--- config.mk ---
export PLATFORM = sky130hd
export DESIGN_NAME = uart_rx_flow
export DESIGN_NICKNAME = d
export VERILOG_FILES = /design/src/rtl/uart_pkg.sv /design/src/rtl/sync_fifo.sv /design/src/rtl/uart_rx_flow.sv
export SDC_FILE = /design/constraint.sdc
export NUM_CORES = 1
export LEC_CHECK = 0
export ABC_AREA = 1
export ABC_CLOCK_PERIOD_IN_PS = 3800
export CAP_MARGIN = 20
export CORE_ASPECT_RATIO = 0.6
export CORE_UTILIZATION = 40
export CTS_BUF_LIST = sky130_fd_sc_hd__clkbuf_16
export DETAILED_ROUTE_END_ITERATION = 12
export PLACE_DENSITY_LB_ADDON = 0.3
export SYNTH_ARGS = -nofsm -noshare
export SYNTH_HDL_FRONTEND = slang
export SYNTH_SLANG_ARGS = --single-unit
--- constraint.sdc ---
create_clock -name clk -period 3.8 [get_ports clk]
set_input_delay 0.95 -clock clk [delete_from_list [all_inputs] [get_ports clk]]
set_output_delay 0.95 -clock clk [all_outputs]
set_load 0.005 [all_outputs]
--- src/rtl/uart_pkg.sv ---
// Shared types and helpers for the flow-controlled UART receiver.
package uart_pkg;

  typedef enum logic [1:0] {
    PAR_NONE,
    PAR_EVEN,
    PAR_ODD
  } parity_e;

  typedef enum logic [2:0] {
    S_IDLE,
    S_START,
    S_DATA,
    S_PARITY,
    S_STOP,
    S_BREAK
  } rx_state_e;

  function automatic int clks_per_bit(input int clk_freq_hz, input int baud_rate);
    return clk_freq_hz / baud_rate;
  endfunction

  function automatic logic vote3(input logic [2:0] s);
    return (s[0] & s[1]) | (s[0] & s[2]) | (s[1] & s[2]);
  endfunction

endpackage

--- src/rtl/sync_fifo.sv ---
// First-word-fall-through FIFO; a push while full is accepted only if a pop happens in the same cycle.
module sync_fifo #(
  parameter int WIDTH = 8,
  parameter int DEPTH = 16
) (
  input  logic                     clk,
  input  logic                     rst_n,
  input  logic                     push,
  input  logic [WIDTH-1:0]         push_data,
  output logic                     full,
  output logic [WIDTH-1:0]         pop_data,
  output logic                     pop_valid,
  input  logic                     pop_ready,
  output logic [$clog2(DEPTH):0]   level
);

  localparam int AW = $clog2(DEPTH);
  localparam int LW = AW + 1;

  logic [WIDTH-1:0] mem [DEPTH];
  logic [AW-1:0]    wr_ptr;
  logic [AW-1:0]    rd_ptr;
  logic             do_push;
  logic             do_pop;

  assign pop_valid = (level != '0);
  assign full      = (level == LW'(DEPTH));
  assign do_pop    = pop_valid && pop_ready;
  assign do_push   = push && (!full || do_pop);
  assign pop_data  = pop_valid ? mem[rd_ptr] : '0;

  // NOTE: storage has no reset; the output mux hides stale entries, so only pointers and level need one.
  always_ff @(posedge clk) begin
    if (do_push) mem[wr_ptr] <= push_data;
  end

  // NOTE: non-blocking assignments so every flop samples pre-edge values regardless of block order.
  always_ff @(posedge clk or negedge rst_n) begin
    if (!rst_n) begin
      wr_ptr <= '0;
      rd_ptr <= '0;
      level  <= '0;
    end else begin
      if (do_push) wr_ptr <= wr_ptr + AW'(1);
      if (do_pop)  rd_ptr <= rd_ptr + AW'(1);
      case ({do_push, do_pop})
        2'b10:   level <= level + LW'(1);
        2'b01:   level <= level - LW'(1);
        default: level <= level;
      endcase
    end
  end

endmodule

--- src/rtl/uart_rx_flow.sv ---
// UART receiver with majority-vote sampling, parity/framing checks, receive FIFO and CTS hysteresis.
module uart_rx_flow
  import uart_pkg::*;
#(
  parameter int      CLK_FREQ_HZ = 100_000_000,
  parameter int      BAUD_RATE   = 2_000_000,
  parameter int      DATA_BITS   = 8,
  parameter parity_e PARITY      = PAR_NONE,
  parameter int      STOP_BITS   = 1,
  parameter int      FIFO_DEPTH  = 16,
  parameter int      CTS_MARGIN  = 4
) (
  input  logic                          clk,
  input  logic                          rst_n,
  input  logic                          bit_in,
  output logic [DATA_BITS-1:0]          byte_out_data,
  output logic                          byte_out_valid,
  input  logic                          byte_out_ready,
  output logic                          cts_out,
  output logic [$clog2(FIFO_DEPTH):0]   fifo_level,
  output logic                          parity_err,
  output logic                          frame_err,
  output logic                          overflow
);

  localparam int CLKS_PER_BIT = clks_per_bit(CLK_FREQ_HZ, BAUD_RATE);
  localparam int HALF         = CLKS_PER_BIT / 2;
  localparam int CW           = $clog2(CLKS_PER_BIT);
  localparam int BW           = $clog2(DATA_BITS);
  localparam int LW           = $clog2(FIFO_DEPTH) + 1;

  always_ff @(posedge clk) begin
    assert (CLKS_PER_BIT >= 8 && DATA_BITS >= 5 && DATA_BITS <= 9 &&
            (STOP_BITS == 1 || STOP_BITS == 2) && CTS_MARGIN < FIFO_DEPTH / 2)
      else $error("uart_rx_flow: unsupported configuration");
  end

  logic [1:0]           sync;
  logic [1:0]           hist;
  logic [1:0]           arm_cnt;
  logic                 armed;
  logic                 rx;
  logic                 vote;
  rx_state_e            state;
  logic [CW-1:0]        cnt;
  logic [BW-1:0]        bit_idx;
  logic [DATA_BITS-1:0] shreg;
  logic                 par_bad;
  logic                 tick;
  logic                 last_stop;
  logic                 push;
  logic                 pop;
  logic                 full;

  assign rx        = sync[1];
  assign vote      = vote3({hist, rx});
  assign tick      = (cnt == ((state == S_START) ? CW'(HALF) : CW'(CLKS_PER_BIT - 1)));
  assign last_stop = (bit_idx == BW'(STOP_BITS - 1));
  assign push      = (state == S_STOP) && tick && vote && last_stop && !par_bad;
  assign pop       = byte_out_valid && byte_out_ready;

  // The first two synchronised samples after reset are the reset value, not the line, so arming
  // waits for them to flush and then for a genuine idle-high sample.
  always_ff @(posedge clk or negedge rst_n) begin
    if (!rst_n) begin
      sync    <= 2'b11;
      hist    <= 2'b11;
      arm_cnt <= '0;
      armed   <= 1'b0;
    end else begin
      sync <= {sync[0], bit_in};
      hist <= {hist[0], rx};
      if (arm_cnt != 2'd2) arm_cnt <= arm_cnt + 2'd1;
      else if (rx)         armed   <= 1'b1;
    end
  end

  always_ff @(posedge clk or negedge rst_n) begin
    if (!rst_n) begin
      state      <= S_IDLE;
      cnt        <= '0;
      bit_idx    <= '0;
      shreg      <= '0;
      par_bad    <= 1'b0;
      frame_err  <= 1'b0;
      parity_err <= 1'b0;
    end else begin
      frame_err  <= 1'b0;
      parity_err <= 1'b0;
      cnt        <= tick ? '0 : cnt + CW'(1);
      case (state)
        S_IDLE: begin
          cnt     <= '0;
          bit_idx <= '0;
          par_bad <= 1'b0;
          if (armed && hist[0] && !rx) state <= S_START;
        end
        S_START: if (tick) state <= vote ? S_IDLE : S_DATA;
        S_DATA: if (tick) begin
          shreg <= {vote, shreg[DATA_BITS-1:1]};
          if (bit_idx == BW'(DATA_BITS - 1)) begin
            bit_idx <= '0;
            state   <= (PARITY == PAR_NONE) ? S_STOP : S_PARITY;
          end else begin
            bit_idx <= bit_idx + BW'(1);
          end
        end
        S_PARITY: if (tick) begin
          par_bad <= (^shreg) ^ vote ^ (PARITY == PAR_ODD);
          state   <= S_STOP;
        end
        S_STOP: if (tick) begin
          if (!vote) begin
            frame_err <= 1'b1;
            state     <= S_BREAK;
          end else if (last_stop) begin
            parity_err <= par_bad;
            state      <= S_IDLE;
          end else begin
            bit_idx <= bit_idx + BW'(1);
          end
        end
        S_BREAK: if (rx) state <= S_IDLE;
        default: state <= S_IDLE;
      endcase
    end
  end

  // Framing and parity failures never push, so overflow is naturally the lowest-priority pulse.
  always_ff @(posedge clk or negedge rst_n) begin
    if (!rst_n) begin
      overflow <= 1'b0;
      cts_out  <= 1'b0;
    end else begin
      overflow <= push && full && !pop;
      if (fifo_level >= LW'(FIFO_DEPTH - CTS_MARGIN)) cts_out <= 1'b0;
      else if (fifo_level <= LW'(FIFO_DEPTH / 2))    cts_out <= 1'b1;
    end
  end

  sync_fifo #(
    .WIDTH (DATA_BITS),
    .DEPTH (FIFO_DEPTH)
  ) u_fifo (
    .clk       (clk),
    .rst_n     (rst_n),
    .push      (push),
    .push_data (shreg),
    .full      (full),
    .pop_data  (byte_out_data),
    .pop_valid (byte_out_valid),
    .pop_ready (byte_out_ready),
    .level     (fifo_level)
  );

endmodule

==> results by group, run 1 <==
Critical path
  • CP arrival: 2.65 ns
  • CP required: 2.85 ns
  • CP Cell Sequence: clkinvlp_4 -> buf_12 -> nor2_1 -> o221ai_1 -> nand3_1 -> a21oi_1 -> clkdlybuf4s50_1
  • Crit. End Element: primary output
  • CP max stage delay: 0.52 ns
  • Crit Path Category: flop to primary output
  • Critical Path Source Type: flop
  • Slowest stage cell, crit path: clkdlybuf4s50_1
  • CP Max Fanout: 39

CTS
  • CTS max path bufs: 2
  • Resized Gates After CTS: 0
  • Postcts setup bufs: 0
  • CTS Hold Bufs: 0
  • TritonCTS clock tree: built
  • Clk root buf: clkbuf_16
  • Clk_lat worst skew: 0.43 ns
  • TritonCTS Buffers: 17
  • Clk pin slew, worst setup/hold paths: 0.07 ns
  • Num Clock Sinks: 173
  • H-tree depth: 4

Finish
  • Fin cells: 935
  • Area Growth Syn to Fin: 15.79%
  • Post-route cell area: 8680 um2
  • Share of post-route cells with drive strength above 1: 11.51%
  • ANT cells: 0
  • Nets: 701
  • Filler Cell Count: 1,560

Synth
  • Synth top cells by count: edfxtp_1 (128), nor2_1 (106), nand2_1 (74)
  • Count leader, synth: edfxtp_1
  • Post-synth ARST share: 26.01%
  • Post-synth EDFFs: 128
  • Syn Area/Cell: 11.64 um2
  • Syn Inst Count: 644
  • Synth top area share: 51.28%
  • Ys Warns: 0
  • FF+latch count, synth: 173
  • Yosys cell types: 35
  • Net Count, Synth: 663
  • Ys flop type: edfxtp_1
  • Cell taking the most area after synthesis: edfxtp_1
  • Synth top area cells: edfxtp_1 (51%), dfrtp_1 (14%), nor2_1 (5.3%)
  • Post-Syn Area: 7496 um2
  • Sequential-to-total area share from yosys stat: 66.37%

Timing
  • Max Clock Skew: 0.01173 ns
  • Max-Slew Margin vs Limit: 44.45%
  • Tmin final: 3.603 ns
  • Final setup TNS: 0 ns
  • Fin crit share: 94.81%
  • Worst slew pin tran: 0.8332 ns
  • Fin. Hold Viols: 0
  • FMAX: 277.6 MHz
  • Finish-stage setup viols: 0
  • Max-slew violation count: 0
  • RSZ-0062 raised after global routing: no
  • Hold WS: 0.3561 ns

Power
  • Sw Pwr: 0.002114 W
  • Clock power frac: 28.5%
  • Sequential power share: 37.7%
  • Internal: 0.003786 W
  • Comb pwr share: 33.8%
  • PwrDens: 679.7 nW/um2
  • Peak VDD IR: 0.2610 mV
  • Leak: 3.374 nW
  • Sw Share: 35.84%
  • Overall Power: 0.005900 W

GRT
  • Grt ovf: 0
  • Largest net degree at the start of global routing: 67
  • Vias in the first global route: 4,836
  • First-pass GRT wire length: 27,120 um
  • GRT Resource Usage Total: 19.24%
  • Initial antenna violation count: 0

Drt
  • DRC violations left: 0
  • Vias post-DR: 5,056
  • WL final: 17,140 um
  • Drt via density: 5.407
  • WL/cell: 18.33 um
  • DR top layer: met4
  • Metal2 WL: 7335 um
  • Met1 Wirelength: 8066 um
  • Routed wl met3: 1485 um
  • Detailed Routing Iterations Pass 1: 5
  • Post-route ant nets: 0
  • DR iter-0 viols: 572

Placement
  • Inst Count DP: 902
  • Gp weighted congestion: 0.8897
  • Detail Placement HPWL: 11,240 um
  • IO buf count: 21
  • Area after DPL: 8074 um2

Status
  • Status: finished, final reports clean

Floorplan
  • Rows: 38
  • Die area: 19,310 um2
  • Die Ht: 108.0 um
  • Chip width: 178.7 um
  • Initial core utilization: 41.16%
  • I/O Pins: 22
  • Total core area: 18,210 um2

Job
  • Max-Cap Viols: 0

Hold path
  • Worst min-delay path class: flop to flop
layer usage:
metal	track usage, %	vias up
met1	28.52	2491
li1	-	2360
met5	0	-
met3	5.028	21
met4	6.961	0
met2	26.97	184
cell usage in the layout, fill, tap and decap left out, types with 3 or more instances in the layout:
cell and count:
o21ai_1 4, nand2_1 74, dfstp_2 4, inv_8 5, nand2_2 4, nand4_1 3, buf_4 19, inv_6 3
clkinvlp_4 3, clkdlybuf4s50_1 20, inv_2 6, dfrtp_1 41, a21oi_1 15, buf_12 3, edfxtp_1 128, ha_1 14
inv_1 42, xor2_1 12, xnor2_1 7, nand3_1 35, clkbuf_16 17, o21bai_1 32, nor2_1 106, o21ai_0 42
o221ai_1 32
state kept, by name, indices dropped and copies added, names as in the netlist, 2 cells and up:
| name | cells |
|---|---|
| arm_cnt | 2 |
| bit_idx | 3 |
| cnt | 6 |
| hist | 2 |
| shreg | 8 |
| state | 3 |
| sync | 2 |
| u_fifo.level | 5 |
| u_fifo.mem | 128 |
| u_fifo.rd_ptr | 4 |
| u_fifo.wr_ptr | 4 |
worst paths after layout:
kind | startpoint | endpoint | slack [ns] | cells after the start
min reg2reg | sync[0] | sync[1] | 0.36 | 0
min | sync[0] | sync[1] | 0.36 | 0
max in group asynchronous | rst_n | sync[1] | 2.88 | 2
max | u_fifo.rd_ptr[0] | byte_out_data[7] | 0.20 | 7
min in group asynchronous | rst_n | u_fifo.wr_ptr[3] | 0.37 | 1
max reg2reg | bit_idx[0] | u_fifo.mem[2][0] | 1.02 | 11
power groups by stage:
stage               logic (W)  registers (W)  clock network (W)
CTS                   0.00198        0.00222            0.00171
global route          0.00222        0.00224            0.00179
floorplan             0.00131        0.00222                  0
detailed placement    0.00196        0.00226                  0
global placement      0.00191        0.00225                  0
finish                0.00199        0.00222            0.00168
stage by stage:
| step | utilization, % | setup WS, ns |
|---|---|---|
| 2_1_floorplan | - | 1.416 |
| 3_3_place_gp | 44.34 | 0.6232 |
| 3_5_place_dp | 44.34 | 0.5873 |
| 4_1_cts | 47.51 | 0.1655 |
| 5_1_grt | 47.66 | 0.007363 |
| 6_report | 47.66 | 0.1974 |
layout make-up:
type                       count  area (um2)  area share (%)
inverter                      51       195.2           2.249
clock inverter                15       152.6           1.759
timing repair buffer          44       419.2           4.829
multi-input combinational    395        2212           25.49
sequential                   173        4975           57.32
tap                          240       300.3           3.460
clock buffer                  17       425.4           4.901
cell families (layout without fill, tap and decap cells):
| group | count (synthesis) | in the layout | synth area share (%) |
|---|---|---|---|
| xor+xnor | 19 | 19 | 2.220 |
| compound gates | 128 | 128 | 11.35 |
| fa+ha+maj | 15 | 15 | 2.604 |
| simple gates | 233 | 233 | 13.34 |
| buf+inv | 76 | 127 | 4.123 |
| flops | 173 | 173 | 66.37 |
critical path, delay by kind of cell, from the launching register on:
family	cells	cell delay, ns
DFF	1	0.44
AOI/OAI and AO/OA	2	0.50
and+or+nand+nor	2	0.27
buffers and inverters	3	1.00
No activity file was read; power rests on OpenSTA's default activity.
==> inputs of run 2 (changes only) <==
- CORE_MARGIN: not set -> 2
- SETUP_SLACK_MARGIN: not set -> 0.2
==> run 2 against run 1 <==
Effect of this change:
- die area rose by 3.0%
- sequential power hardly changed
- highest routed layer unchanged
- count of clock-buffer cells in the layout unchanged
- flip-flop and latch count is the same
- largest power group unchanged
- wire length up 3.5%
- worst hold slack better by 0.0093 ns
- register-to-register slack got worse by 0.08 ns
- critical path depth is the same
==> results by group, run 2 (synthesized netlist as in run 1, its figures left out) <==
GRT
  • GRT Resource Usage Total: 18.32% (was 19.24%)
  • Grt peak-use layer: met1 (unchanged)
  • Grt met2 use: 26.56% (was 26.97%)
  • First-pass GRT wire length: 27,290 um (was 27,120 um)
  • Largest net degree at the start of global routing: 67 (unchanged)
  • Vias in the first global route: 4,871 (was 4,836)
  • GR Util met1: 27.21% (was 28.52%)
  • Initial antenna violation count: 0 (unchanged)
  • Grt ovf: 0 (unchanged)
  • Met3 GRT Util: 4.106% (was 5.028%)

Timing
  • Fin crit share: 92.94% (was 94.81%)
  • Worst slew pin tran: 0.8839 ns (was 0.8332 ns)
  • RSZ-0062 raised after global routing: no (unchanged)
  • Final setup TNS: 0 ns (unchanged)
  • Tmin final: 3.532 ns (was 3.603 ns)
  • Finish-stage setup viols: 0 (unchanged)
  • Max-Slew Margin vs Limit: 40.86% (was 44.45%)
  • FMAX: 283.1 MHz (was 277.6 MHz)
  • Max-slew violation count: 0 (unchanged)
  • Fin. Hold Viols: 0 (unchanged)
  • Max Clock Skew: 0.009915 ns (was 0.01173 ns)

Critical path
  • Critical Path Source Type: flop (unchanged)
  • Crit. End Element: primary output (unchanged)
  • CP required: 2.85 ns (about the same)
  • Crit Path Category: flop to primary output (unchanged)
  • CP Max Fanout: 33 (was 39)
  • CP arrival: 2.58 ns (was 2.65 ns)

Drt
  • WL final: 17,740 um (was 17,140 um)
  • Post-route ant nets: 0 (unchanged)
  • Drt via density: 5.419 (was 5.407)
  • Detailed Routing Iterations Pass 1: 5 (unchanged)
  • DRC violations left: 0 (unchanged)
  • WL/cell: 19.16 um (was 18.33 um)
  • DR iter-0 viols: 652 (was 572)
  • Vias post-DR: 5,018 (was 5,056)

Finish
  • Largest regs: u_fifo.mem: 128 flops, shreg: 8 flops, cnt: 6 flops (unchanged)
  • Multi-input gate area: 2225 um2 (was 2212 um2)
  • Filler Cell Count: 1,585 (was 1,560)
  • Area Growth Syn to Fin: 15.41% (was 15.79%)
  • Final core occ: 47.51% (was 47.66%)
  • Commonest non-fill, non-tap cells in the layout: edfxtp_1 (128), nor2_1 (106), nand2_1 (74) (unchanged)
  • Share of post-route cells with drive strength above 1: 10.64% (was 11.51%)
  • ANT cells: 0 (unchanged)
  • Commonest non-fill, non-tap cell in the layout: edfxtp_1 (unchanged)
  • Post-route cell area: 8651 um2 (was 8680 um2)
  • Nets: 692 (was 701)
  • Max reg flops: 128 (unchanged)
  • Reg area: 4976 um2 (was 4975 um2)
  • Largest Register: u_fifo.mem (unchanged)

Placement
  • Area after DPL: 8011 um2 (was 8074 um2)
  • Detail Placement HPWL: 11,290 um (was 11,240 um)
  • Gp weighted congestion: 0.8939 (was 0.8897)
  • IO buf count: 21 (unchanged)

Power
  • Peak VDD IR: 0.2810 mV (was 0.2610 mV)
  • Leak: 3.343 nW (was 3.374 nW)
  • PwrDens: 698.5 nW/um2 (was 679.7 nW/um2)

Floorplan
  • Initial core utilization: 41.16% (unchanged)
  • I/O Pins: 22 (unchanged)
  • Rows: 38 (unchanged)
  • Die area: 19,890 um2 (was 19,310 um2)
  • Chip width: 180.7 um (was 178.7 um)
  • Total core area: 18,210 um2 (unchanged)
  • Die Ht: 110.0 um (was 108.0 um)

CTS
  • Clk pin slew, worst setup/hold paths: 0.07 ns (about the same)
  • TritonCTS clock tree: built (unchanged)
  • CTS Hold Bufs: 0 (unchanged)
  • TritonCTS Buffers: 17 (unchanged)
  • Clk root buf: clkbuf_16 (unchanged)
  • Postcts setup bufs: 0 (unchanged)
  • CTS max path bufs: 2 (unchanged)
  • Clk_lat worst skew: 0.43 ns (about the same)
  • H-tree depth: 4 (unchanged)
  • Num Clock Sinks: 173 (unchanged)

Hold path
  • Worst min-delay path class: flop to flop (unchanged)

Status
  • Status: finished, final reports clean (unchanged)

Job
  • Max-Cap Viols: 0 (unchanged)
==> run 2: cell types whose count changed in the layout (fill, tap and decap cells not counted), moves of 2 or more <==
| cell | delta |
|---|---|
| o221ai_1 | -2 |
| inv_8 | -2 |
| clkinvlp_4 | -2 |
| o221ai_2 | +2 |
| clkinv_8 | -2 |
| inv_6 | +4 |
| buf_4 | -10 |
==> run 2: layout make-up <==
cell class                 instances  share of cell area [%]
tap                              240                   3.471
timing repair buffer              35                   4.368
multi-input combinational        395                   25.72
clock buffer                      17                   4.918
inverter                          51                   2.271
sequential                       173                   57.52
clock inverter                    15                   1.736
==> run 2: layer usage <==
metal  part of all wire, %  vias up
met2                    42      189
met4                   1.6        0
met5                     0        -
met1                    47     2465
li1                      -     2338
met3                   8.5       26
==> run 2: worst paths after layout <==
| path | to | from | slack [ns] | cells after the start |
|---|---|---|---|---|
| setup / recovery | byte_out_data[3] | u_fifo.rd_ptr[0] | 0.27 | 7 |
| hold / removal | sync[1] | sync[0] | 0.37 | 0 |
| setup reg to reg | u_fifo.level[4] | u_fifo.level[1] | 0.94 | 15 |
| hold reg to reg | sync[1] | sync[0] | 0.37 | 0 |
| max in group asynchronous | hist[1] | rst_n | 2.78 | 2 |
| min in group asynchronous | u_fifo.level[0] | rst_n | 0.45 | 1 |
==> run 2: through the flow <==
| step | power [W] | cells | worst slack, ns | hold slack [ns] |
|---|---|---|---|---|
| after floorplan | 0.003530 | 644 | 1.416 | 0.3452 |
| after global placement | 0.004219 | 892 | 0.5826 | 0.3502 |
| after detailed placement | 0.004258 | 892 | 0.4843 | 0.3469 |
| after CTS | 0.005974 | 924 | 0.2095 | 0.3655 |
| after global routing | 0.006379 | 926 | 0.2231 | 0.3697 |
| final | 0.006043 | 926 | 0.2683 | 0.3654 |
==> run 2: where the power goes <==
group / switching (W) / total [W] / leakage (nW) / internal, W
Sequential: 0.000126 / 0.00223 / 1.80 / 0.00211
Clock: 0.000790 / 0.00172 / 0.283 / 0.000927
Combinational: 0.00124 / 0.00209 / 1.26 / 0.000852
==> run 2: worst max-delay path: stages (launching register included) <==
cell and delay, ns:
dfrtp_2 0.48, inv_6 0.16, buf_12 0.21, nor2_1 0.06
o221ai_1 0.29, nand3_1 0.16, a21oi_1 0.23, clkdlybuf4s50_1 0.55
==> run 2: timing repair <==
item / CTS / global route
setup endpoints to repair: 0 / 7
hold endpoints to repair: 0 / 0
resized for setup: 0 / 6
